## src/rtl/ws2812_frame_sched.sv

```systemverilog
// ws2812_frame_sched: shares one ws2812 chain between the UI frame producer
// (port A) and the animation generator (port B). It arbitrates round-robin,
// latches the winning frame, pulses the chain start, enforces a minimum
// frame period and flags a chain that never reports done.
//
//   state  | meaning
//   -------+------------------------------------------
//   S_IDLE | waiting for a request and an open period
//   S_WAIT | frame in flight on the chain
module ws2812_frame_sched #(
   parameter int NUM_LEDS       = 16,
   parameter int FRAME_PERIOD   = 2_083_333,
   parameter int TIMEOUT_CYCLES = 200_000
) (
   input  logic                     clk,
   input  logic                     rst,
   input  logic [1:0]               i_req,
   input  logic [NUM_LEDS*24-1:0]   i_frame_a,
   input  logic [NUM_LEDS*24-1:0]   i_frame_b,
   output logic [1:0]               o_ack,
   output logic [NUM_LEDS*24-1:0]   o_chain_data,
   output logic                     o_chain_start,
   input  logic                     i_chain_done,
   output logic                     o_busy,
   output logic                     o_timeout_err,
   input  logic                     i_clear_err,
   output logic [15:0]              o_frame_count
);

   localparam int FW = NUM_LEDS * 24;
   localparam int PW = $clog2(FRAME_PERIOD + 1);
   localparam int TW = $clog2(TIMEOUT_CYCLES + 1);
   localparam logic [PW-1:0] PER_MAX  = PW'(FRAME_PERIOD);
   localparam logic [TW-1:0] TMO_LAST = TW'(TIMEOUT_CYCLES - 1);

   typedef enum logic {
      S_IDLE = 1'b0,
      S_WAIT = 1'b1
   } state_t;

   state_t          r_state;
   state_t          w_next_state;

   logic [PW-1:0]   r_per_cnt;
   logic [TW-1:0]   r_wait_cnt;
   logic            r_last_grant;
   logic [1:0]      r_ack;
   logic [FW-1:0]   r_chain_data;
   logic            r_chain_start;
   logic            r_busy;
   logic            r_timeout_err;
   logic [15:0]     r_frame_count;

   logic            w_period_ok;
   logic            w_fire;
   logic            w_grant;
   logic            w_done;
   logic            w_timeout;

   // Next-state, grant selection and frame-end detection.
   always_comb begin
      w_next_state = r_state;
      w_fire       = 1'b0;
      w_grant      = 1'b0;
      w_done       = 1'b0;
      w_timeout    = 1'b0;
      w_period_ok  = (r_per_cnt == PER_MAX);
      case (r_state)
         S_IDLE: begin
            if ((i_req != 2'b00) && w_period_ok) begin
               w_fire       = 1'b1;
               w_next_state = S_WAIT;
               case (i_req)
                  2'b01:   w_grant = 1'b0;
                  2'b10:   w_grant = 1'b1;
                  default: w_grant = ~r_last_grant;
               endcase
            end
         end
         S_WAIT: begin
            // done takes priority over a timeout landing in the same cycle
            if (i_chain_done) begin
               w_done       = 1'b1;
               w_next_state = S_IDLE;
            end else if (r_wait_cnt == TMO_LAST) begin
               w_timeout    = 1'b1;
               w_next_state = S_IDLE;
            end
         end
         default: w_next_state = S_IDLE;
      endcase
   end

   // State register.
   always_ff @(posedge clk or posedge rst) begin
      if (rst) r_state <= S_IDLE;
      else     r_state <= w_next_state;
   end

   // Frame period limiter: restarts at each start, saturates at the period.
   // Resetting to the full period lets the first frame go out immediately.
   always_ff @(posedge clk or posedge rst) begin
      if (rst)                      r_per_cnt <= PER_MAX;
      else if (w_fire)              r_per_cnt <= '0;
      else if (r_per_cnt != PER_MAX) r_per_cnt <= r_per_cnt + PW'(1);
   end

   // Cycles spent waiting for the chain to finish the current frame.
   always_ff @(posedge clk or posedge rst) begin
      if (rst)                   r_wait_cnt <= '0;
      else if (w_fire)           r_wait_cnt <= '0;
      else if (r_state == S_WAIT) r_wait_cnt <= r_wait_cnt + TW'(1);
   end

   // Grant side: latch the frame, ack the winner and pulse the chain start.
   always_ff @(posedge clk or posedge rst) begin
      if (rst) begin
         r_ack         <= 2'b00;
         r_chain_start <= 1'b0;
         r_chain_data  <= '0;
         r_last_grant  <= 1'b1;
      end else begin
         r_ack         <= 2'b00;
         r_chain_start <= w_fire;
         if (w_fire) begin
            r_ack[w_grant] <= 1'b1;
            r_chain_data   <= w_grant ? i_frame_b : i_frame_a;
            r_last_grant   <= w_grant;
         end
      end
   end

   // Status: busy flag, sticky timeout error and completed-frame counter.
   always_ff @(posedge clk or posedge rst) begin
      if (rst) begin
         r_busy        <= 1'b0;
         r_timeout_err <= 1'b0;
         r_frame_count <= 16'd0;
      end else begin
         r_busy <= (w_next_state == S_WAIT);
         if (w_timeout)        r_timeout_err <= 1'b1;
         else if (i_clear_err) r_timeout_err <= 1'b0;
         if (w_done)           r_frame_count <= r_frame_count + 16'd1;
      end
   end

   assign o_ack         = r_ack;
   assign o_chain_data  = r_chain_data;
   assign o_chain_start = r_chain_start;
   assign o_busy        = r_busy;
   assign o_timeout_err = r_timeout_err;
   assign o_frame_count = r_frame_count;

endmodule

```

## config.mk

```make
export PLATFORM = sky130hd
export DESIGN_NAME = ws2812_frame_sched
export DESIGN_NICKNAME = d
export VERILOG_FILES = /design/src/rtl/ws2812_frame_sched.sv
export SDC_FILE = /design/constraint.sdc
export NUM_CORES = 1
export LEC_CHECK = 0
export BUFFER_PORTS_ARGS = -buffer_cell sky130_fd_sc_hd__clkbuf_2
export CAP_MARGIN = 10
export CELL_PAD_IN_SITES_DETAIL_PLACEMENT = 0
export CELL_PAD_IN_SITES_GLOBAL_PLACEMENT = 1
export CORE_AREA = 4 4 463 465
export DETAILED_ROUTE_END_ITERATION = 6
export DIE_AREA = 0 0 467 469
export GPL_TIMING_DRIVEN = 0
export PLACE_DENSITY_LB_ADDON = 0.1
export SLEW_MARGIN = 30
export SYNTH_ARGS = -nofsm -noshare
export SYNTH_HDL_FRONTEND = slang
export SYNTH_SLANG_ARGS = --single-unit
export TNS_END_PERCENT = 10
```

## constraint.sdc

```tcl
create_clock -name clk -period 21.6 [get_ports clk]
set_input_delay 4.32 -clock clk [delete_from_list [all_inputs] [get_ports clk]]
set_output_delay 4.32 -clock clk [all_outputs]
set_load 0.02 [all_outputs]
```

==> flow_summary_export.csv <==
group,metric,value,unit
setup_path,worstPathRequired,22.12,ns
route,met1_length,58600,µm
synth,async_flop_share,100,%
synth,yosysSeqAreaShare,54.4,%
synth,ys_types,39,
place,place_congestion,0.777,
clocking,insertion_delay,0.67,ns
synth,synth_ff_type,"dfrtp_1",
global_route,grt_pass1_vias,21000,
synth,synth-compound-area-share,10.1,%
place,io_buffers,1178,
synth,synth_edf_count,0,
layout,drive_gt1_share,43.0,%
die,chipHeight,469,µm
layout,area_growth,58.5,%
die,dieWidth,467,µm
timing,report.final.slew_viol_count,0,
place,placed_area,0.0303,mm²
setup_path,crit_chain,"clkbuf_2 > inv_1 > ha_1 > mux2i_1 > clkbuf_2 > buf_2 > clkbuf_1 > mux2i_1 > o21ai_1",
timing,hold_ws,0.477,ns
layout,nets,3988,
die,core,0.210,mm²
die,die-area,0.219,mm²
timing,fin_ws,14.68,ns
route,drt-initial-drc-count,666,
setup_path,crit_family,"buffers and inverters",
synth,netlist_area,0.0205,mm²
synth,syn_nets,2726,
timing,tightest_slew,0.987,ns
clocking,cts_buffer_depth,3,
synth,synth_seq_cells,445,
clocking,ctsResizeCount,0,
timing,finalSetupViolations,0,
setup_path,path_max_fanout,10,
route,drc,0,
power_and_ir_drop,power,0.00262,W
synth,synth_area_leaders,"dfrtp_1 53%, mux2i_1 19%, o21ai_1 8.2%",
die,initial_core_util,9.79,%
synth,ys_warn_count,0,
route,num_vias,19400,
route,wirelength,151000,µm
setup_path,slowest_delay,0.76,ns
die,ioPinCount,1179,
setup_path,crit_type,"input port to flop",
global_route,grt_pass1_wl,197000,µm
setup_path,cp_data_arrival_time,7.44,ns
setup_path,cp-end-kind,"flop",
synth,syn_inst,1946,
timing,slew_headroom,34.2,%
route,vias_per_cell,3.20,
setup_path,start_kind,"input port",
route,drt_first_pass_iters,5,
setup_path,cp_num_buf_inv,5,
place,dp_hpwl,127000,µm
route,wl_met3,12900,µm
clocking,cts_tree,"built",
timing,period_share,32.0,%
clocking,cts-buffers-inserted,69,
power_and_ir_drop,p_per_area,80.6,mW/mm²
clocking,cts_hold_buf,0,
synth,synthXorXnorAreaFrac,1.45,%
die,rows,168,
clocking,clkSlewWorstSetupHoldPaths,0.06,ns
route,post_drt_wl_per_cell,24.9,µm
place,dp_slack,13.67,ns
route,wl_met2,77700,µm
global_route,antenna_found_initial,22,
clocking,cts.sinks,445,
layout,final_cell_area,0.0325,mm²
power_and_ir_drop,p_leak,16.7,nW
synth,synthMuxAreaShare,18.8,%
power_and_ir_drop,irDropWorstVdd,51.2,µV
timing,hold_violations,0,
timing,rsz0062_at_grt,"false",
global_route,grtUsageTotal,13.3,%
timing,finClkSkew,0.0345,ns
synth,synth_top_cell_area_share,52.8,%
synth,synthAdderAreaFrac,0.366,%
route,routed.top_layer,"met5",
clocking,htree_levels,3,
synth,synthSimpleGateAreaFrac,10.5,%
synth,synth_top_family_by_area,"multiplexers",
run_status,outcome,"complete, no violations",
global_route,grt_overflow,0,
route,antenna_left,0,
setup_path,critPathSlowestCell,"clkbuf_1",
synth,yosysTopAreaCell,"dfrtp_1",
clocking,clockRootBuffer,"clkbuf_16",
hold_path,hold_class,"flop to flop",
flow_run,drv_cap,0,
clocking,cts_setup_buffers,0,
timing,period_minus_slack,6.92,ns
synth,synth.avg_cell_area,10.5,µm²
global_route,grt_max_degree,73,
timing,clock.fmax,145,MHz
timing,fin_tns_setup,0,ns
logic make-up after synthesis:
logic type	count (synthesis)
and+or+nand+nor	521
muxes	386
xor gates and xnor gates	34
buffers and inverters	144
adders and majority gates	6
AOI/OAI and AO/OA	410
DFF	445
worst reg2reg max path, cell delays in order, from the launching register on:
cell and delay [ns]:
dfstp_2 0.52, inv_1 0.05, mux2i_1 0.11, clkbuf_2 0.46, buf_2 0.48, clkbuf_1 0.77, mux2i_1 0.73, o21ai_1 0.11
sequential cells by signal, summed over array words and instances (netlist names):
register       flops
o_chain_start      1
o_frame_count     16
r_per_cnt         21
o_timeout_err      1
o_busy             1
o_chain_data     384
r_last_grant       1
o_ack              2
r_wait_cnt        18
worst paths after layout:
kind / start / endpoint / slack [ns] / cells past startpoint
max: i_req[0] / o_chain_data[75] / 14.68 / 9
min: o_chain_data[104] / o_chain_data[104] / 0.48 / 2
max reg2reg: r_last_grant / o_chain_data[75] / 18.25 / 7
min reg2reg: o_chain_data[104] / o_chain_data[104] / 0.48 / 2
max in group asynchronous: rst / o_chain_data[357] / 16.55 / 4
min in group asynchronous: rst / o_chain_data[157] / 3.75 / 2
cell type report:
cell class                      count  area [µm²]
Sequential cell                   445       11200
Antenna cell                        4        10.0
Inverter                           11        48.8
Multi-Input combinational cell   1357        8490
Tap cell                         2805        3510
Clock buffer                      107        2030
Clock inverter                     14         156
Fill cell                       23900      177000
Buffer                            133         870
Timing Repair Buffer             1191        6250
where the power goes:
part	total, W	leakage [nW]	switching [W]	internal, W
Combinational	0.000548	10.2	0.000355	0.000193
Clock	0.00113	1.07	0.000460	0.000670
Sequential	0.000943	5.44	0.0000454	0.000898
per-layer routing:
metal  global-route usage [%]  up-vias
met1                     14.9     9254
met5                        0        -
li1                         -     9291
met3                     4.59      118
met2                     24.1      777
met4                     2.64        2
cell usage in the layout, fill, tap and decap left out, types with 3 or more instances in the layout:
master	count
clkbuf_8	12
xor2_1	14
mux2i_2	4
o21ai_0	68
o21ai_1	334
nand3_1	30
buf_6	41
nor3_1	6
dfrtp_1	433
clkbuf_1	65
nand2_1	410
nand3b_1	3
nand4_1	18
and4_1	3
diode_2	4
nor2_1	24
xnor2_1	20
clkbuf_16	71
clkinv_2	6
inv_1	10
mux2i_1	381
clkbuf_2	1192
buf_16	12
or4_1	3
dfstp_2	12
nor4_1	5
buf_2	36
ha_1	6
and3_1	6
cells in the mapped netlist (2+ instances only):
master / instances
nor4_1: 6
buf_2: 35
clkbuf_1: 55
nand3b_1: 3
nand4_1: 18
or3_1: 2
and4_1: 3
nor2b_1: 2
a21oi_1: 2
xor2_1: 14
xnor2_1: 20
nor3_1: 6
dfstp_2: 12
or4_1: 3
nand2b_1: 2
inv_1: 11
mux2i_1: 385
o21ai_0: 68
dfrtp_1: 433
buf_1: 2
o211ai_1: 2
nand3_1: 30
nor2_1: 24
and3_1: 6
buf_6: 41
nand2_1: 410
ha_1: 6
o21ai_1: 334
metrics by stage:
stage               utilization (%)  instances
finish                         15.5       6067
global route                   15.5       6064
CTS                            15.5       6063
detailed placement             14.5       5942
global placement               14.3       5929
floorplan                         -       1946
No activity file was read; power rests on OpenSTA's default activity.
